**src/rtl/fp_burst_ldst_if.sv**
```systemverilog
// Bundle of the request handshake, FP register-file port and data-memory
// port used by the FP burst load/store engine.
//
// Request handshake: a request transfers on a rising clk edge where
// req_valid && req_ready are both 1; all req_* fields are captured on that
// edge. req_ready is 1 only while the engine is idle. The requester may hold
// req_valid high for any number of cycles. The engine never acts on
// req_valid while req_ready is low.
interface fp_burst_ldst_if #(
  parameter int ADDR_W = 7,
  parameter int LEN_W  = 3
);
  // Request side
  logic              req_valid;
  logic              req_ready;
  logic              req_store;
  logic [LEN_W-1:0]  req_len;
  logic [31:0]       req_base;
  logic [15:0]       req_offset;
  logic [4:0]        req_freg;
  // FP register file side
  logic [4:0]        rf_rd_addr;
  logic [31:0]       rf_rd_data;
  logic              rf_we;
  logic [4:0]        rf_wr_addr;
  logic [31:0]       rf_wr_data;
  // Data memory side (active-low strobes)
  logic              CEN;
  logic              WEN;
  logic              OEN;
  logic [ADDR_W-1:0] A;
  logic [31:0]       Data2Mem;
  logic [31:0]       ReadDataMem;
  // Completion
  logic              done;
  logic              err;

  modport slave (
    input  req_valid, req_store, req_len, req_base, req_offset, req_freg,
    input  rf_rd_data, ReadDataMem,
    output req_ready, rf_rd_addr, rf_we, rf_wr_addr, rf_wr_data,
    output CEN, WEN, OEN, A, Data2Mem, done, err
  );

  modport master (
    output req_valid, req_store, req_len, req_base, req_offset, req_freg,
    output rf_rd_data, ReadDataMem,
    input  req_ready, rf_rd_addr, rf_we, rf_wr_addr, rf_wr_data,
    input  CEN, WEN, OEN, A, Data2Mem, done, err
  );
endinterface

```
**src/rtl/fp_burst_ldst.sv**
```systemverilog
// FP burst load/store sequencer: moves 1..MAX_WORDS consecutive 32-bit words
// between the FP register file and a single-port data memory. Word k of the
// burst lives at word address base+k and maps to register freg+k. Misaligned
// addresses, bad lengths and register-range overflow are rejected with a
// done+err pulse and no access.
module fp_burst_ldst #(
  parameter int ADDR_W    = 7,
  parameter int MAX_WORDS = 4,
  parameter int LEN_W     = $clog2(MAX_WORDS + 1)
) (
  input  logic                  clk,
  input  logic                  rst,
  fp_burst_ldst_if.slave        bus,
  output logic [2:0]            dbg_state
);

  typedef enum logic [2:0] {
    S_IDLE  = 3'd0,
    S_STORE = 3'd1,
    S_LOAD  = 3'd2,
    S_FIN   = 3'd3,
    S_ERR   = 3'd4
  } state_t;

  state_t            state_q, state_d;
  logic [LEN_W-1:0]  k_q, k_d;
  logic [LEN_W-1:0]  len_q, len_d;
  logic [4:0]        freg_q, freg_d;
  logic [ADDR_W-1:0] wbase_q, wbase_d;
  logic              is_load_q, is_load_d;
  logic [ADDR_W-1:0] a_q, a_d;

  logic [31:0]       ea;
  logic [31:0]       reg_end;
  logic              req_bad;
  logic [ADDR_W-1:0] word_k;
  logic              last_word;

  // Effective byte address and request validity, evaluated at accept time.
  always_comb begin
    ea      = bus.req_base + {{16{bus.req_offset[15]}}, bus.req_offset};
    reg_end = 32'(bus.req_freg) + 32'(bus.req_len);
    req_bad = (ea[1:0] != 2'b00) || (bus.req_len == '0) ||
              (32'(bus.req_len) > 32'(MAX_WORDS)) || (reg_end > 32'd32);
  end

  // Current word address (wraps silently) and last-word detect.
  always_comb begin
    word_k    = wbase_q + ADDR_W'(k_q);
    last_word = (k_q == len_q - LEN_W'(1));
  end

  // State and burst context registers; reset aborts any transfer at once.
  always_ff @(posedge clk or posedge rst) begin
    if (rst) begin
      state_q   <= S_IDLE;
      k_q       <= '0;
      len_q     <= '0;
      freg_q    <= '0;
      wbase_q   <= '0;
      is_load_q <= 1'b0;
      a_q       <= '0;
    end else begin
      state_q   <= state_d;
      k_q       <= k_d;
      len_q     <= len_d;
      freg_q    <= freg_d;
      wbase_q   <= wbase_d;
      is_load_q <= is_load_d;
      a_q       <= a_d;
    end
  end

  // Next-state and output decode. Loads write register k-1 while reading
  // word k, so the final register write lands in FIN.
  always_comb begin
    state_d        = state_q;
    k_d            = k_q;
    len_d          = len_q;
    freg_d         = freg_q;
    wbase_d        = wbase_q;
    is_load_d      = is_load_q;
    a_d            = a_q;
    bus.req_ready  = 1'b0;
    bus.CEN        = 1'b1;
    bus.WEN        = 1'b1;
    bus.OEN        = 1'b1;
    bus.A          = a_q;
    bus.Data2Mem   = '0;
    bus.rf_rd_addr = '0;
    bus.rf_we      = 1'b0;
    bus.rf_wr_addr = '0;
    bus.rf_wr_data = '0;
    bus.done       = 1'b0;
    bus.err        = 1'b0;
    case (state_q)
      S_IDLE: begin
        bus.req_ready = 1'b1;
        if (bus.req_valid) begin
          len_d     = bus.req_len;
          freg_d    = bus.req_freg;
          wbase_d   = ADDR_W'(ea >> 2);
          is_load_d = !bus.req_store;
          k_d       = '0;
          if (req_bad)            state_d = S_ERR;
          else if (bus.req_store) state_d = S_STORE;
          else                    state_d = S_LOAD;
        end
      end
      S_STORE: begin
        bus.CEN        = 1'b0;
        bus.WEN        = 1'b0;
        bus.A          = word_k;
        a_d            = word_k;
        bus.rf_rd_addr = freg_q + 5'(k_q);
        bus.Data2Mem   = bus.rf_rd_data;
        k_d            = k_q + LEN_W'(1);
        if (last_word) state_d = S_FIN;
      end
      S_LOAD: begin
        bus.CEN = 1'b0;
        bus.OEN = 1'b0;
        bus.A   = word_k;
        a_d     = word_k;
        if (k_q != '0) begin
          bus.rf_we      = 1'b1;
          bus.rf_wr_addr = freg_q + 5'(k_q) - 5'd1;
          bus.rf_wr_data = bus.ReadDataMem;
        end
        k_d = k_q + LEN_W'(1);
        if (last_word) state_d = S_FIN;
      end
      S_FIN: begin
        bus.done = 1'b1;
        if (is_load_q) begin
          bus.rf_we      = 1'b1;
          bus.rf_wr_addr = freg_q + 5'(len_q) - 5'd1;
          bus.rf_wr_data = bus.ReadDataMem;
        end
        state_d = S_IDLE;
      end
      S_ERR: begin
        bus.done = 1'b1;
        bus.err  = 1'b1;
        state_d  = S_IDLE;
      end
      default: state_d = S_IDLE;
    endcase
  end

  assign dbg_state = state_q;

endmodule

```
**src/flat_wrapper.sv**
```systemverilog
// flat-port wrapper written by rule: the top's interface ports become plain ports
module fp_burst_ldst_flat 
#(
  parameter int ADDR_W    = 7,
  parameter int MAX_WORDS = 4,
  parameter int LEN_W     = $clog2(MAX_WORDS + 1)
)
  (clk, rst, dbg_state, bus_req_valid, bus_req_store, bus_req_len, bus_req_base, bus_req_offset, bus_req_freg, bus_rf_rd_data, bus_ReadDataMem, bus_req_ready, bus_rf_rd_addr, bus_rf_we, bus_rf_wr_addr, bus_rf_wr_data, bus_CEN, bus_WEN, bus_OEN, bus_A, bus_Data2Mem, bus_done, bus_err);
  fp_burst_ldst_if #(.ADDR_W(ADDR_W), .LEN_W(LEN_W)) bus_i ();
  input  logic clk;
  input  logic rst;
  output logic [2:0] dbg_state;
  input wire logic [$bits(bus_i.req_valid)-1:0] bus_req_valid;
  input wire logic [$bits(bus_i.req_store)-1:0] bus_req_store;
  input wire logic [$bits(bus_i.req_len)-1:0] bus_req_len;
  input wire logic [$bits(bus_i.req_base)-1:0] bus_req_base;
  input wire logic [$bits(bus_i.req_offset)-1:0] bus_req_offset;
  input wire logic [$bits(bus_i.req_freg)-1:0] bus_req_freg;
  input wire logic [$bits(bus_i.rf_rd_data)-1:0] bus_rf_rd_data;
  input wire logic [$bits(bus_i.ReadDataMem)-1:0] bus_ReadDataMem;
  output wire logic [$bits(bus_i.req_ready)-1:0] bus_req_ready;
  output wire logic [$bits(bus_i.rf_rd_addr)-1:0] bus_rf_rd_addr;
  output wire logic [$bits(bus_i.rf_we)-1:0] bus_rf_we;
  output wire logic [$bits(bus_i.rf_wr_addr)-1:0] bus_rf_wr_addr;
  output wire logic [$bits(bus_i.rf_wr_data)-1:0] bus_rf_wr_data;
  output wire logic [$bits(bus_i.CEN)-1:0] bus_CEN;
  output wire logic [$bits(bus_i.WEN)-1:0] bus_WEN;
  output wire logic [$bits(bus_i.OEN)-1:0] bus_OEN;
  output wire logic [$bits(bus_i.A)-1:0] bus_A;
  output wire logic [$bits(bus_i.Data2Mem)-1:0] bus_Data2Mem;
  output wire logic [$bits(bus_i.done)-1:0] bus_done;
  output wire logic [$bits(bus_i.err)-1:0] bus_err;
  assign bus_i.req_valid = bus_req_valid;
  assign bus_i.req_store = bus_req_store;
  assign bus_i.req_len = bus_req_len;
  assign bus_i.req_base = bus_req_base;
  assign bus_i.req_offset = bus_req_offset;
  assign bus_i.req_freg = bus_req_freg;
  assign bus_i.rf_rd_data = bus_rf_rd_data;
  assign bus_i.ReadDataMem = bus_ReadDataMem;
  assign bus_req_ready = bus_i.req_ready;
  assign bus_rf_rd_addr = bus_i.rf_rd_addr;
  assign bus_rf_we = bus_i.rf_we;
  assign bus_rf_wr_addr = bus_i.rf_wr_addr;
  assign bus_rf_wr_data = bus_i.rf_wr_data;
  assign bus_CEN = bus_i.CEN;
  assign bus_WEN = bus_i.WEN;
  assign bus_OEN = bus_i.OEN;
  assign bus_A = bus_i.A;
  assign bus_Data2Mem = bus_i.Data2Mem;
  assign bus_done = bus_i.done;
  assign bus_err = bus_i.err;
  fp_burst_ldst #(.ADDR_W(ADDR_W), .MAX_WORDS(MAX_WORDS), .LEN_W(LEN_W)) u_core (.clk(clk), .rst(rst), .bus(bus_i), .dbg_state(dbg_state));
endmodule
```
**config.mk**
```make
export PLATFORM = sky130hd
export DESIGN_NAME = fp_burst_ldst_flat
export DESIGN_NICKNAME = d
export VERILOG_FILES = /design/src/rtl/fp_burst_ldst_if.sv /design/src/rtl/fp_burst_ldst.sv /design/src/flat_wrapper.sv
export SDC_FILE = /design/constraint.sdc
export NUM_CORES = 1
export LEC_CHECK = 0
export CORE_MARGIN = 1.5
export CORE_UTILIZATION = 31
export DETAILED_ROUTE_END_ITERATION = 6
export PLACE_DENSITY = 0.86
export SKIP_LAST_GASP = 1
export SYNTH_ARGS = -nofsm -noshare
export SYNTH_HDL_FRONTEND = slang
export SYNTH_SLANG_ARGS = --single-unit
```
**constraint.sdc**
```tcl
create_clock -name clk -period 2.3 [get_ports clk]
set_input_delay 0.46 -clock clk [delete_from_list [all_inputs] [get_ports clk]]
set_output_delay 0.46 -clock clk [all_outputs]
set_load 0.005 [all_outputs]
```
# Word level (Yosys, flattened, before mapping)
# Cells that the tools add are included.
# classes
muxes	25
eq_ne	7
reduce_logical	14
n_lt_le_gt_ge	2
addsub	9
# ops
op	n
32-bit two-way mux	3
32-bit case mux with 2 select lines	1
32-bit by 6-bit > comparator with 1-bit output (second input constant)	1
5-bit two-way mux	3
3-bit two-way mux	4
3-bit case mux with 2 select lines	2
5-bit by 3-bit adder with 5-bit output	2
5-bit case mux with 2 select lines	1
5-bit by 1-bit subtractor with 5-bit output (second input constant)	2
9-bit adder	1
1-bit two-way mux	8
7-bit by 3-bit adder with 7-bit output	1
7-bit two-way mux	1
5-bit by 3-bit adder with 6-bit output	1
3-bit by 2-bit == test with 1-bit output (second input constant)	2
3-bit zero test	2
2-bit AND reduction	3
2-bit nonzero test	2
2-bit OR reduction	2
3-bit by 1-bit adder with 3-bit output (second input constant)	1
3-bit by 1-bit == test with 1-bit output (second input constant)	1
3-bit == test	1
3-bit == test (second input constant)	1
3-bit > comparator (second input constant)	1
other kinds (8)	10
# totals
wordCells	64
output_inout_bits	91
inputBits	124
ff_bits	29

# Depth between registers and ports, before layout
# depth
ltp_word	8
mapped_depth	9
depth_no_buf	9

# Worst setup path before layout
# No wires, ideal clock.
# synth_path
kind	register to output
start	register u_core.k_q[0]
end	output port bus_rf_wr_addr[3]
path_buffers	0
stages_incl_launch_ff	7
path_slack_ns	0.078
t_arrival_ns	1.762
required_ns	1.840
path_cell_list	dfrtp_1 -> ha_1 -> fa_1 -> xnor2_1 -> nand3_1 -> xnor2_1 -> o22ai_1
# synth_between
elab_chain_len	4
word_cells_on_any_way	5
classes_between	add/sub: 2; mux: 2; reduce/logical: 1
# synth_rtl
item	line	source
from (decl)	fp_burst_ldst.sv:26	logic [LEN_W-1:0] k_q, k_d;
from (signal assigned)	fp_burst_ldst.sv:65	k_q <= k_d;
5-bit by 3-bit adder with 5-bit output	fp_burst_ldst.sv:127	bus.rf_wr_addr = freg_q + 5'(k_q) - 5'd1;
5-bit by 1-bit subtractor with 5-bit output	fp_burst_ldst.sv:127	
5-bit two-way mux (*)	fp_burst_ldst.sv:125	if (k_q != '0) begin
5-bit case mux with 2 select lines (*)	fp_burst_ldst.sv:96	case (state_q)
to (decl)	flat_wrapper.sv:24	output wire logic [$bits(bus_i.rf_wr_addr)-1:0] bus_rf_wr_addr;
# Every way passes the cells marked *; elsewhere a longest branch is shown, timed or not.

# Worst setup path in the final report
# layout_path
start	register u_core.k_q[0]
end	output port bus_rf_wr_addr[4]
# Same word-level chain as after synthesis.

==> results.py <==
metrics = {
    "timing": {
        "whs_ns": 0.478,
        "rsz0062_at_grt": "true",
        "layout_min_cycle_time_ns": 2.71,
        "setup_viol": 45,
        "fmax_mhz": 369,
        "tns_ns": -8.01,
        "worst_slack_ns": -0.410,
        "post-route-period-util_pct": 118,
        "drv_slew": 0,
        "worst_pin_slew_ns": 0.507,
        "finalHoldViolCount": 0,
        "maxSlewHeadroom_pct": 66.1,
        "skew_ns": 0.00297,
    },
    "floorplan": {
        "die_h_um": 98.3,
        "io_pins": 215,
        "fp.dieW_um": 98.3,
        "core_area_um2": 8760,
        "rows": 34,
        "dieArea_um2": 9660,
        "start_util_pct": 32.1,
    },
    "worst_setup_path": {
        "r2r_cells": 6,
        "r2r-start": "u_core.dbg_state[1]",
        "cp_cell_sequence": "ha_4 -> buf_6 -> a211o_1 -> xnor2_1 -> a31o_1 -> nand4_1 -> nand3_1 -> buf_2",
        "crit_fanout": 3,
        "worstPathArrival_ns": 2.25,
        "cpMaxStageDelayCell": "dfrtp_2",
        "worstPathRequired_ns": 1.84,
        "criticalPathCategory": "reg -> out",
        "slowest_delay_ns": 0.44,
        "r2r_slack_ns": 0.32,
        "worstSetupEndpointType": "output pin",
        "startpoint_type": "flip-flop",
        "r2r_end": "u_core.freg_q[0]",
    },
    "power_and_ir_drop": {
        "power.density_nw_per_um2": 1320,
        "p_int_mw": 4.84,
        "p_leak_nw": 2.98,
        "p_seq_share_pct": 12.5,
        "p_clk_share_pct": 5.7,
        "swShare_pct": 39.4,
        "combPwrFrac_pct": 81.7,
        "netSwitchingPower_mw": 3.15,
        "ir_worst_vdd_mv": 0.474,
    },
    "place": {
        "placed_cells": 652,
        "place_congestion": 0.843,
        "port_buffers": 184,
        "dpl_cell_area_um2": 5060,
        "dp_hpwl_um": 8110,
    },
    "synth": {
        "ys_types": 50,
        "synth.cell_area_um2": 2810,
        "syn_nets": 486,
        "async_flop_share_pct": 100,
        "seq_area_frac_synth_pct": 25.8,
        "ys_warn_count": 0,
        "synth-main-ff-cell": "dfrtp_1",
        "synth_seq_cells": 29,
        "avgSynthCellArea_um2": 8.53,
        "synth_edf_count": 0,
        "synth_cells": 330,
    },
    "clock_tree": {
        "clock-root-buffer": "clkbuf_8",
        "numCtsBuffers": 5,
        "clock_latency_ns": 0.28,
        "holdBufCountCts": 0,
        "cts_max_path_buffers": 2,
        "cts_max_level": 2,
        "clk_pin_slew_ns": 0.06,
        "cts_tree": "yes",
        "cts.sinks": 29,
    },
    "drt": {
        "antenna_left": 0,
        "routed_wl_um": 11800,
        "firstDrtPassIters": 4,
        "drtIter0Drc": 106,
        "drc": 0,
        "routedWlPerCell_um": 16.4,
        "vias": 3466,
        "vias_per_cell": 4.82,
    },
    "global_routing": {
        "antenna_found_initial": 0,
        "grt_pass1_vias": 3540,
        "grt_max_degree": 30,
        "grt_use_total_pct": 23.3,
        "overflow": 0,
        "grt_pass1_wl_um": 17800,
    },
    "layout": {
        "final_nets": 766,
        "drive_gt1_share_pct": 42.4,
        "insertedDiodeCount": 0,
        "area_delta_synth_final_pct": 115,
        "fin_util_pct": 69.1,
        "stdcell_count": 719,
        "postLayoutCellArea_um2": 6060,
    },
    "min_path": {
        "holdCritStartpoint": "u_core.a_q[0]",
        "holdPathStages": 2,
        "holdPathEnd": "u_core.a_q[0]",
        "hold_class": "reg -> reg",
    },
    "outcome": {
        "violations": "setup timing",
        "status": "finished with violations",
    },
    "flow_run": {
        "drv_cap": 0,
    },
}
worst max-delay path, delay by kind of cell (launching register included):
kind	cells	cell delay, ns
xor gates and xnor gates	1	0.28
adders and majority gates	1	0.18
and+or+nand+nor	2	0.27
AOI/OAI and AO/OA	2	0.58
buffers and inverters	2	0.21
DFF	1	0.44
layout by cell type, fill, tap and decap left out, types with 8 or more instances in the layout:
master            n
a21oi_1           8
and2_1           32
and2_4           33
buf_2            15
buf_4            66
buf_6            59
clkbuf_2          9
clkdlybuf4s50_1  95
dfrtp_1          25
dlygate4sd2_1    23
ha_1             20
inv_1            21
nand2_1          23
o21ai_1          14
xnor2_1           8
xor2_1           13
power groups by stage:
stage / Sequential [mW] / Combinational (mW) / Clock [mW]
after global placement: 0.957 / 4.42 / 0
after CTS: 0.964 / 5.73 / 0.465
after floorplan: 0.940 / 2.25 / 0
final: 1.00 / 6.53 / 0.459
after detailed placement: 0.971 / 4.57 / 0
after global routing: 1.03 / 7.04 / 0.495
worst max-delay path by stage:
stage	startpoint	to	slack (ns)	cells past startpoint
final	u_core.k_q[0]	bus_rf_wr_addr[4]	-0.41	8
after CTS	u_core.k_q[0]	bus_A[6]	-0.37	10
after global routing	u_core.k_q[1]	bus_rf_wr_addr[4]	-0.51	7
after global placement	u_core.k_q[0]	bus_rf_wr_addr[4]	-0.41	8
after detailed placement	u_core.freg_q[1]	bus_rf_wr_addr[4]	-0.46	7
after floorplan	u_core.k_q[0]	bus_rf_wr_addr[3]	0.08	6
state kept, by name (all words and copies together) (netlist names):
name / flops
u_core.a_q: 7
u_core.wbase_q: 7
u_core.freg_q: 5
u_core.dbg_state: 3
u_core.k_q: 3
u_core.len_q: 3
u_core.is_load_q: 1
what timing repair did:
| action | in CTS | in global routing |
|---|---|---|
| resized for setup | 346 | 75 |
| setup buffers | 38 | 21 |
| pin swaps | 56 | 39 |
| endpoints found under the hold margin | 0 | 0 |
| setup endpoints to repair | 89 | 67 |
| cloned | 6 | 0 |
synthesized netlist by cell type (4+ instances only):
cell	number	area, µm²
xor2_1	14	123
a21o_1	4	30.0
and2_1	65	407
o21ai_0	8	40.0
dfrtp_1	29	726
buf_2	9	45.0
o22ai_1	4	25.0
xnor2_1	12	105
nand2_1	23	86.3
ha_1	27	338
fa_1	5	100
inv_2	4	15.0
nor2_1	15	56.3
o21ai_1	15	75.1
nor3_1	5	25.0
mux2_1	6	67.6
inv_1	26	97.6
a21oi_1	11	55.1
cell type report:
type / count / area (µm²)
repair buffers: 285 / 2760
fillers: 662 / 2700
multi-input cells: 259 / 2210
flip-flops and latches: 29 / 731
well taps: 108 / 135
inverters: 30 / 120
clock buffers: 7 / 96.3
clock inverters: 1 / 5.00
layer usage:
metal | vias to the layer above | global-route usage (%) | part of all wire [%]
met5 | - | 0 | 0
met1 | 1635 | 24.9 | 38
li1 | 1667 | - | -
met4 | 0 | 6.93 | 2.4
met3 | 24 | 3.58 | 5.0
met2 | 140 | 46.5 | 54
per-stage QoR:
stage / setup WS (ns) / power (mW)
finish: -0.410 / 7.99
global route: -0.508 / 8.56
CTS: -0.371 / 7.16
detailed placement: -0.459 / 5.55
global placement: -0.407 / 5.37
floorplan: 0.0778 / 3.19
logic make-up (layout without fill, tap and decap cells):
group,after synthesis,after routing,synth area share [%]
and+or+nand+nor,130,130,26.9
AOI/OAI and AO/OA,65,65,14.9
buffers and inverters,42,323,6.40
adders and majority gates,32,32,15.6
DFF,29,29,25.8
xor gates and xnor gates,26,26,8.09
muxes,6,6,2.40
No activity file was read; power rests on OpenSTA's default activity.
